===== src/rtl/id_ex_stage.sv =====
// ID/EX pipeline register for rvx10p: load-use bubble, branch/jump flush, downstream hold.
// Optional IDEX_PERF_CNT_EN adds saturating bubble_cnt / flush_cnt counters.
module id_ex_stage #(
  parameter int XLEN = 32,
  parameter int REGW = 5
) (
  input  logic            clk,
  input  logic            reset_n,
  input  logic            valid_d,
  input  logic            regwrite_d,
  input  logic            memtoreg_d,
  input  logic            memwrite_d,
  input  logic            branch_d,
  input  logic            alusrc_d,
  input  logic            jump_d,
  input  logic [1:0]      aluop_d,
  input  logic [REGW-1:0] rs1_d,
  input  logic [REGW-1:0] rs2_d,
  input  logic [REGW-1:0] rd_d,
  input  logic [XLEN-1:0] rd1_d,
  input  logic [XLEN-1:0] rd2_d,
  input  logic [XLEN-1:0] immext_d,
  input  logic [XLEN-1:0] pc_d,
  input  logic [XLEN-1:0] pcplus4_d,
  input  logic            pcsrc_e,
  input  logic            hold,
  output logic            valid_e,
  output logic            regwrite_e,
  output logic            memtoreg_e,
  output logic            memwrite_e,
  output logic            branch_e,
  output logic            alusrc_e,
  output logic            jump_e,
  output logic [1:0]      aluop_e,
  output logic [REGW-1:0] rs1_e,
  output logic [REGW-1:0] rs2_e,
  output logic [REGW-1:0] rd_e,
  output logic [XLEN-1:0] rd1_e,
  output logic [XLEN-1:0] rd2_e,
  output logic [XLEN-1:0] immext_e,
  output logic [XLEN-1:0] pc_e,
  output logic [XLEN-1:0] pcplus4_e,
`ifdef IDEX_PERF_CNT_EN
  output logic [31:0]     bubble_cnt,
  output logic [31:0]     flush_cnt,
`endif
  output logic            stall_f,
  output logic            stall_d,
  output logic            flush_d
);

  typedef struct packed {
    logic            valid;
    logic            regwrite;
    logic            memtoreg;
    logic            memwrite;
    logic            branch;
    logic            alusrc;
    logic            jump;
    logic [1:0]      aluop;
    logic [REGW-1:0] rs1;
    logic [REGW-1:0] rs2;
    logic [REGW-1:0] rd;
    logic [XLEN-1:0] rd1;
    logic [XLEN-1:0] rd2;
    logic [XLEN-1:0] imm;
    logic [XLEN-1:0] pc;
    logic [XLEN-1:0] pcplus4;
  } idex_t;

  idex_t d_in, e_q;
  logic  uses_rs1, uses_rs2, lwstall;

  always_comb begin
    d_in          = '0;
    d_in.valid    = valid_d;
    d_in.regwrite = regwrite_d & valid_d;
    d_in.memtoreg = memtoreg_d;
    d_in.memwrite = memwrite_d & valid_d;
    d_in.branch   = branch_d;
    d_in.alusrc   = alusrc_d;
    d_in.jump     = jump_d;
    d_in.aluop    = aluop_d;
    d_in.rs1      = rs1_d;
    d_in.rs2      = rs2_d;
    d_in.rd       = rd_d;
    d_in.rd1      = rd1_d;
    d_in.rd2      = rd2_d;
    d_in.imm      = immext_d;
    d_in.pc       = pc_d;
    d_in.pcplus4  = pcplus4_d;
  end

  // Stores still read rs2 even though the ALU takes the immediate.
  assign uses_rs1 = ~jump_d;
  assign uses_rs2 = ~alusrc_d | memwrite_d;
  assign lwstall  = e_q.valid & e_q.memtoreg & (e_q.rd != '0) & valid_d &
                    ((uses_rs1 & (rs1_d == e_q.rd)) | (uses_rs2 & (rs2_d == e_q.rd)));

  // Gated by reset_n so a held/flushing neighbour can't stall us while in reset.
  assign stall_f = (lwstall | hold) & ~pcsrc_e & reset_n;
  assign stall_d = stall_f;
  assign flush_d = pcsrc_e & reset_n;

  always_ff @(posedge clk or negedge reset_n) begin
    if (!reset_n)     e_q <= '0;
    else if (pcsrc_e) e_q <= '0;
    else if (!hold)   e_q <= lwstall ? '0 : d_in;
  end

  assign valid_e    = e_q.valid;
  assign regwrite_e = e_q.regwrite;
  assign memtoreg_e = e_q.memtoreg;
  assign memwrite_e = e_q.memwrite;
  assign branch_e   = e_q.branch;
  assign alusrc_e   = e_q.alusrc;
  assign jump_e     = e_q.jump;
  assign aluop_e    = e_q.aluop;
  assign rs1_e      = e_q.rs1;
  assign rs2_e      = e_q.rs2;
  assign rd_e       = e_q.rd;
  assign rd1_e      = e_q.rd1;
  assign rd2_e      = e_q.rd2;
  assign immext_e   = e_q.imm;
  assign pc_e       = e_q.pc;
  assign pcplus4_e  = e_q.pcplus4;

`ifdef IDEX_PERF_CNT_EN
  always_ff @(posedge clk or negedge reset_n) begin
    if (!reset_n) begin
      bubble_cnt <= '0;
      flush_cnt  <= '0;
    end else begin
      if (pcsrc_e && flush_cnt != 32'hFFFF_FFFF) flush_cnt <= flush_cnt + 32'd1;
      if (!pcsrc_e && !hold && lwstall && bubble_cnt != 32'hFFFF_FFFF)
        bubble_cnt <= bubble_cnt + 32'd1;
    end
  end
`endif

endmodule


===== config.mk =====
export PLATFORM = sky130hd
export DESIGN_NAME = id_ex_stage
export DESIGN_NICKNAME = d
export VERILOG_FILES = /design/src/rtl/id_ex_stage.sv
export SDC_FILE = /design/constraint.sdc
export NUM_CORES = 1
export LEC_CHECK = 0
export ABC_AREA = 1
export CAP_MARGIN = 15
export CELL_PAD_IN_SITES_DETAIL_PLACEMENT = 0
export CELL_PAD_IN_SITES_GLOBAL_PLACEMENT = 2
export CORE_MARGIN = 4
export CORE_UTILIZATION = 24
export DETAILED_ROUTE_END_ITERATION = 7
export GPL_ROUTABILITY_DRIVEN = 0
export HOLD_SLACK_MARGIN = 0.05
export PLACE_DENSITY = 0.92
export SLEW_MARGIN = 20
export SYNTH_ARGS = -nofsm -noshare
export SYNTH_HDL_FRONTEND = slang
export SYNTH_SLANG_ARGS = --single-unit

===== constraint.sdc =====
create_clock -name clk -period 3.5 [get_ports clk]
set_input_delay 0.7 -clock clk [delete_from_list [all_inputs] [get_ports clk]]
set_output_delay 0.7 -clock clk [all_outputs]
set_load 0.005 [all_outputs]

==> metrics.md, run 1 <==
| Metric | Value |
|---|---|
| Cts bufs inserted | 17 |
| Via count | 8716 |
| Initial antenna violation count | 2 |
| Critical-path cell with the highest stage delay | clkdlybuf4s50_1 |
| Post-layout power | 5.29 mW |
| Clock Sinks | ~180 |
| Total core area | 36700 µm² |
| Synth Cell Area | 8960 µm² |
| P&R area growth vs syn | 52.1% |
| Cells after DPL | between 2000 and 2500 |
| Postcts setup bufs | 0 |
| Crit path max fanout | 2 |
| Worst Path Required | approximately 2800 ps |
| Row count | 70 |
| Overall global routing resource usage | 15.6% |
| Clk_lat worst skew | 450 ps |
| Power Dens Cells | 388 nW/µm² |
| WHS | 111 ps |
| CP startpoint kind | input pin |
| Post-synthesis adder-cell area fraction | 0% |
| Syn avg cell area | about 7.2 µm² |
| Count leader, synth | nand2_1 |
| CP arrival | between 2000 and 3000 ps |
| Die H | ~200 µm |
| Cell taking the most area after synthesis | dfrtp_1 |
| Mapped Cells | approximately 1200 |
| Main flop type after synthesis | dfrtp_1 |
| Final min period | 3300 ps |
| RSZ-0062 raised after global routing | false |
| Crit Reg-Reg Startpoint | rd_e[4]$_DFFE_PN0P_ |
| Slew at the pin with the worst max-slew slack | 976 ps |
| Synth Area in Simple Gates | 35.5% |
| # hold bufs at CTS | 0 |
| Max stage delay on crit path | about 500 ps |
| Io pins | 375 |
| R2R setup slack | about 1300 ps |
| Synth top area share | 51.4% |
| Die width | roughly 200 µm |
| Clock Pin Slew Worst Setup and Hold Paths | around 70 ps |
| CTS tree | yes |
| CP cell instances | clkdlybuf4s50_1 > inv_1 > nand2_1 > nand2_1 > nor2_1 > nand3_1 > nand2_1 > nand2_8 > a21oi_1 > buf_4 > clkdlybuf4s50_1 |
| Max frequency | 303 MHz |
| Cts repair resizes | 0 |
| Asr flop ratio synth | 100% |
| DR pass1 iterations | 4 |
| Worst min-delay path class | in -> async |
| DRC | 0 |
| Slew Limit Fails | 0 |
| Post-synthesis mux area share | 0% |
| Initial core utilization | 24.4% |
| DP HPWL | 21100 µm |
| Vias per inst | approximately 4.3 |
| CTS Root Cell | clkbuf_16 |
| Top cell by count, worst path | nand2_1 |
| Critical Path Sink Type | output pin |
| First-pass GRT wire length | 50700 µm |
| Maxcap violations | 0 |
| EDFF count, synth | 0 |
| Finished Layout Cells | 2047 |
| Final period utilization | 94.3% |
| Final hold vios | 0 |
| Synth top cells by count | nand2_1 (401), nor2_1 (193), inv_1 (189) |
| Vias in the first global route | 8688 |
| Reg2reg end | rd2_e[20]$_DFFE_PN0P_ |
| Largest net degree at the start of global routing | 186 |
| Maximum buffer depth of the clock tree | 2 |
| Synth warn | 0 |
| Setup-failing EPs final | 0 |
| Clock skew | 12.9 ps |
| IO buf count | 374 |
| Crit path kind | in -> out |
| Wire per inst | between 15 and 20 µm |
| CTS H-Tree Depth | 4 |
| Status | completed |
| Max VDD drop | 0.000328 V |
| Die Area | 40500 µm² |
| Global route total overflow | 0 |
| R2R depth | 10 |
| Static Leak | 7.22 nW |
| XOR/XNOR share of the synthesized area | 0% |
| Main combinational cell family by area after synthesis | simple AND/OR/NAND/NOR gates |
| Layout cell share with drive strength beyond 1 | 3.23% |
| Routed wire length | 32300 µm |
| Top post-synthesis cells by area | dfrtp_1 (51%), nand2_1 (17%), nand3_1 (10%) |
| Final ANT Viol Nets | 0 |
| Max_slew headroom | 34.9% |
| Syn_nets | 1430 |
| Compound-Gate Fraction of Synth Area | 0.0559% |
| Iteration-0 DRC Markers | 399 |
| Setup TNS Final | 0 ps |
| Nets@finish | 1753 |
| Fillcell total | slightly below 4000 |
| Count of cell types in the netlist | 15 |
| Sequential share of the synthesized area | 51.4% |
| FF+latch count, synth | 184 |
==> flip-flops by register name, summed over array words and instances, names as in the netlist, 2 cells and up <==
signal     flops
pcplus4_e     32
immext_e      32
rd1_e         32
rs2_e          5
rd_e           5
rd2_e         32
rs1_e          5
pc_e          32
aluop_e        2
==> per-stage QoR <==
stage	worst slack, ps	cell area (µm²)	utilization [%]
finish	200	13600	37.1
global route	70.3	13600	37.1
CTS	196	13600	37.1
detailed placement	200	13000	35.4
global placement	220	13000	35.4
floorplan	1180	8960	-
==> cell usage in the layout, fill, tap and decap left out <==
master,count
inv_2,3
nor2_4,1
buf_12,4
dfrtp_1,184
clkinv_4,2
nand2_8,1
diode_2,1
clkinv_2,1
a21oi_1,1
nor2_1,192
bufinv_16,3
nand3_1,186
inv_6,3
nand4_1,2
inv_1,189
clkbuf_8,3
buf_4,7
clkinvlp_4,5
clkbuf_16,17
clkdlybuf4s50_1,372
nand2_1,401
buf_6,1
==> where the power goes <==
part           switching [mW]  internal [mW]
logic                   0.408          0.496
clock network           0.905           1.17
registers              0.0698           2.24
total                    1.38           3.91
==> critical path: cells and delay by family <==
family          cells  cell delay [ps]
simple gates        6              550
compound gates      1              140
buf+inv             4             1210
==> routing by layer <==
layer / GRT usage (%) / vias up / part of all wire [%]
met5: 0 / - / 0.040
met4: 4.32 / 2 / 1.8
met3: 4.88 / 28 / 6.0
met2: 25.8 / 230 / 49
met1: 19.8 / 4128 / 44
li1: - / 4328 / -
==> cells by family after synthesis <==
family,count (synthesis)
simple gates,783
buf+inv,274
flops,184
compound gates,1
==> cell type report <==
class	instances	area, µm²	share of cell area (%)
Sequential cell	184	4600	33.8
Timing Repair Buffer	385	3880	28.5
Multi-Input combinational cell	784	3210	23.5
Inverter	193	729	5.35
Tap cell	468	586	4.30
Clock buffer	19	453	3.32
Clock inverter	13	168	1.23
Antenna cell	1	2.50	0.0184
==> worst max path at each step <==
stage               startpoint      end  slack [ps]  cells after the start
finish                rs1_d[3]  stall_f         200                     11
global route          rs2_d[1]  stall_f          70                     11
CTS                   rs1_d[3]  stall_f         200                     11
detailed placement    rs1_d[3]  stall_f         200                     11
global placement      rs2_d[0]  stall_f         220                     11
floorplan                 hold  stall_f        1180                      5
No activity file was read; power rests on OpenSTA's default activity.
==> run 2: changes to the inputs <==
--- a/config.mk
+++ b/config.mk
@@ -10,11 +10,11 @@
 export CELL_PAD_IN_SITES_DETAIL_PLACEMENT = 0
 export CELL_PAD_IN_SITES_GLOBAL_PLACEMENT = 2
 export CORE_MARGIN = 4
-export CORE_UTILIZATION = 24
+export CORE_UTILIZATION = 23
 export DETAILED_ROUTE_END_ITERATION = 7
 export GPL_ROUTABILITY_DRIVEN = 0
 export HOLD_SLACK_MARGIN = 0.05
-export PLACE_DENSITY = 0.92
+export PLACE_DENSITY = 0.89
 export SLEW_MARGIN = 20
 export SYNTH_ARGS = -nofsm -noshare
 export SYNTH_HDL_FRONTEND = slang
==> constraint.sdc (replaced) <==
create_clock -name clk -period 3.62 [get_ports clk]
set_input_delay 0.724 -clock clk [delete_from_list [all_inputs] [get_ports clk]]
set_output_delay 0.724 -clock clk [all_outputs]
set_load 0.005 [all_outputs]
==> metrics.md, run 2 (same netlist as run 1, synthesis figures left out) <==
| Metric | Value |
|---|---|
| Post-layout power | 5.29 mW (+0.10%) |
| Cell area after layout | 13800 µm² (+1.1%) |
| Die H | 205 µm (+2.1%) |
| Maxcap violations | 0 (unchanged) |
| Power Dens Cells | 384 nW/µm² (-0.94%) |
| Part of the power in the clock network | 41.2% (+2.0 points) |
| Clk_lat worst skew | 440 ps (about the same) |
| Final ANT Viol Nets | 0 (unchanged) |
| Status | completed |
| Iteration-0 DRC Markers | 533 (+34%) |
| Area of the multi-input gates | 3210 µm² (unchanged) |
| Nets@finish | 1757 (+0.23%) |
| CTS H-Tree Depth | 4 (unchanged) |
| CP startpoint kind | input pin |
| Initial core utilization | 23.2% (-1.2 points) |
| Via count | 8745 (+0.33%) |
| Total core area | 38600 µm² (+5.1%) |
| Critical Path Sink Type | output pin |
| Slew at the pin with the worst max-slew slack | 940 ps (-35.7 ps) |
| Max VDD drop | 0.000316 V (-3.5%) |
| Clock Sinks | 184 (unchanged) |
| Final worst setup slack | 295 ps (+95.0 ps) |
| Cts bufs inserted | 17 (unchanged) |
| Critical-path cell with the highest stage delay | clkdlybuf4s50_1 |
| Dpl ws | 281 ps (+81.1 ps) |
| Global route total overflow | 0 (unchanged) |
| Max_slew headroom | 37.3% (+2.4 points) |
| Register share of total power | 42.2% (-1.5 points) |
| P&R area growth vs syn | 53.7% |
| Routed wire length | 32300 µm (about the same) |
| CP arrival | 2600 ps (about the same) |
| Setup-failing EPs final | 0 (unchanged) |
| # hold bufs at CTS | 0 (unchanged) |
| Die Area | 42200 µm² (+4.2%) |
| Layout cell share with drive strength beyond 1 | 3.41% (+0.18 points) |
| Worst min-delay path class | in -> async |
| Clock Pin Slew Worst Setup and Hold Paths | 70 ps (about the same) |
| Ant. Diodes | 0 (-1) |
| IO buf count | 374 (unchanged) |
| Cts repair resizes | 0 (unchanged) |
| Initial antenna violation count | 0 (-2) |
| Row count | 72 (+2.9%) |
| Finished Layout Cells | 2100 (+2.6%) |
| Buf/Inv on CP | 4 (unchanged) |
| Commonest non-fill, non-tap cell in the layout | nand2_1 |
| Fillcell total | 4141 (+6.8%) |
| Vias in the first global route | 8545 (-1.6%) |
| Crit path kind | in -> out |
| Maximum buffer depth of the clock tree | 2 (unchanged) |
| CTS tree | yes |
| Vias per inst | 4.16 (-2.2%) |
| Worst Path Required | 2900 ps (+100 ps) |
| FF/Latch Area | 4600 µm² (unchanged) |
| CTS Root Cell | clkbuf_16 |
| Cells after DPL | 2068 (+2.7%) |
| Max frequency | 301 MHz |
| Sw Pwr | 1.32 mW (-4.7%) |
| Largest net degree at the start of global routing | 120 (-35%) |
| Postcts setup bufs | 0 (unchanged) |
| Post-layout util | 35.7% (-1.4 points) |
| Clock skew | 10.3 ps (-2.57 ps) |
| Crit path max fanout | 3 (+1) |
| CP cell instances | clkdlybuf4s50_1 > inv_1 > nand2_1 > nand2_1 > nor2_1 > nand3_1 > nand2_1 > nand2_8 > a21oi_1 > buf_4 > clkdlybuf4s50_1 |
| Setup TNS Final | 0 ps (unchanged) |
| WHS | 152 ps (+41.6 ps) |
| First-pass GRT wire length | 50000 µm (-1.5%) |
| Final period utilization | 91.9% |
| DRC | 0 (unchanged) |
| Area after DPL | 13100 µm² (+0.62%) |
| Final hold vios | 0 (unchanged) |
| Slew Limit Fails | 0 (unchanged) |
| Overall global routing resource usage | 14.9% (-0.64 points) |
| RSZ-0062 raised after global routing | false |
| Static Leak | 7.27 nW (+0.75%) |
| CP delay by family, top | buffers and inverters |
| Internal | 3.98 mW (+1.8%) |
| DR pass1 iterations | 5 (+1) |
| Io pins | 375 (unchanged) |
| Final min period | approximately 3300 ps |
| Die width | 205 µm (+2.1%) |
| Top cell by count, worst path | nand2_1 |
| Comb power frac | 16.5% (-0.6 points) |
| DP HPWL | 21600 µm (+2.3%) |
| Wire per inst | 15.4 µm (-2.5%) |
| Max stage delay on crit path | 500 ps (about the same) |
| Most frequent cells in the layout | nand2_1 (401), clkdlybuf4s50_1 (372), nor2_1 (192) |
| Sw Ratio | 24.9% (-1.2 points) |
run 2: changes by cell type in the layout (fill, tap and decap cells not counted), moves of 2 or more:
cell / change
clkinvlp_4: -3
buf_4: +4
inv_6: -2
bufinv_16: +2
clkbuf_8: +3
run 2: worst paths after layout:
path / start / end / slack [ps] / cells past startpoint
worst max-delay path: rs2_d[0] / stall_f / 290 / 11
worst min-delay path: reset_n / pcplus4_e[23]$_DFFE_PN0P_ / 150 / 1
worst min register to register: rs2_e[4]$_DFFE_PN0P_ / rs2_e[4]$_DFFE_PN0P_ / 480 / 2
worst max register to register: rd_e[4]$_DFFE_PN0P_ / pc_e[23]$_DFFE_PN0P_ / 1430 / 10
max in group asynchronous: reset_n / immext_e[20]$_DFFE_PN0P_ / 1810 / 3
min in group clk: rs2_e[4]$_DFFE_PN0P_ / rs2_e[4]$_DFFE_PN0P_ / 480 / 2
run 2: cell type report:
class / count / area share [%]
clock inverter: 9 / 1.34
tap: 518 / 4.71
clock buffer: 23 / 3.62
sequential: 184 / 33.4
timing repair buffer: 389 / 28.3
multi-input combinational: 784 / 23.3
inverter: 193 / 5.30
run 2: layer usage:
metal / wire (µm) / GRT usage (%) / part of all wire, %
met3: 2530 / 4.89 / 7.8
met2: 15400 / 24.2 / 48
met5: 0 / 0 / 0
met1: 13800 / 19.3 / 43
met4: 545 / 3.92 / 1.7
run 2: power by group through the flow:
stage / clock network [mW] / registers [mW] / logic [mW]
final: 2.18 / 2.24 / 0.875
after global routing: 2.36 / 2.25 / 0.966
after CTS: 2.27 / 2.24 / 0.895
after detailed placement: 0 / 2.27 / 0.891
after global placement: 0 / 2.27 / 0.891
after floorplan: 0 / 2.28 / 0.278
==> run 3: changes to the inputs <==
--- a/config.mk
+++ b/config.mk
@@ -11,6 +11,7 @@
 export CELL_PAD_IN_SITES_GLOBAL_PLACEMENT = 2
 export CORE_MARGIN = 4
 export CORE_UTILIZATION = 23
+export CTS_CLUSTER_DIAMETER = 50
 export DETAILED_ROUTE_END_ITERATION = 7
 export GPL_ROUTABILITY_DRIVEN = 0
 export HOLD_SLACK_MARGIN = 0.05
==> results of run 3 <==
No change in the layout: final DEF, timing and power equal those of run 2.
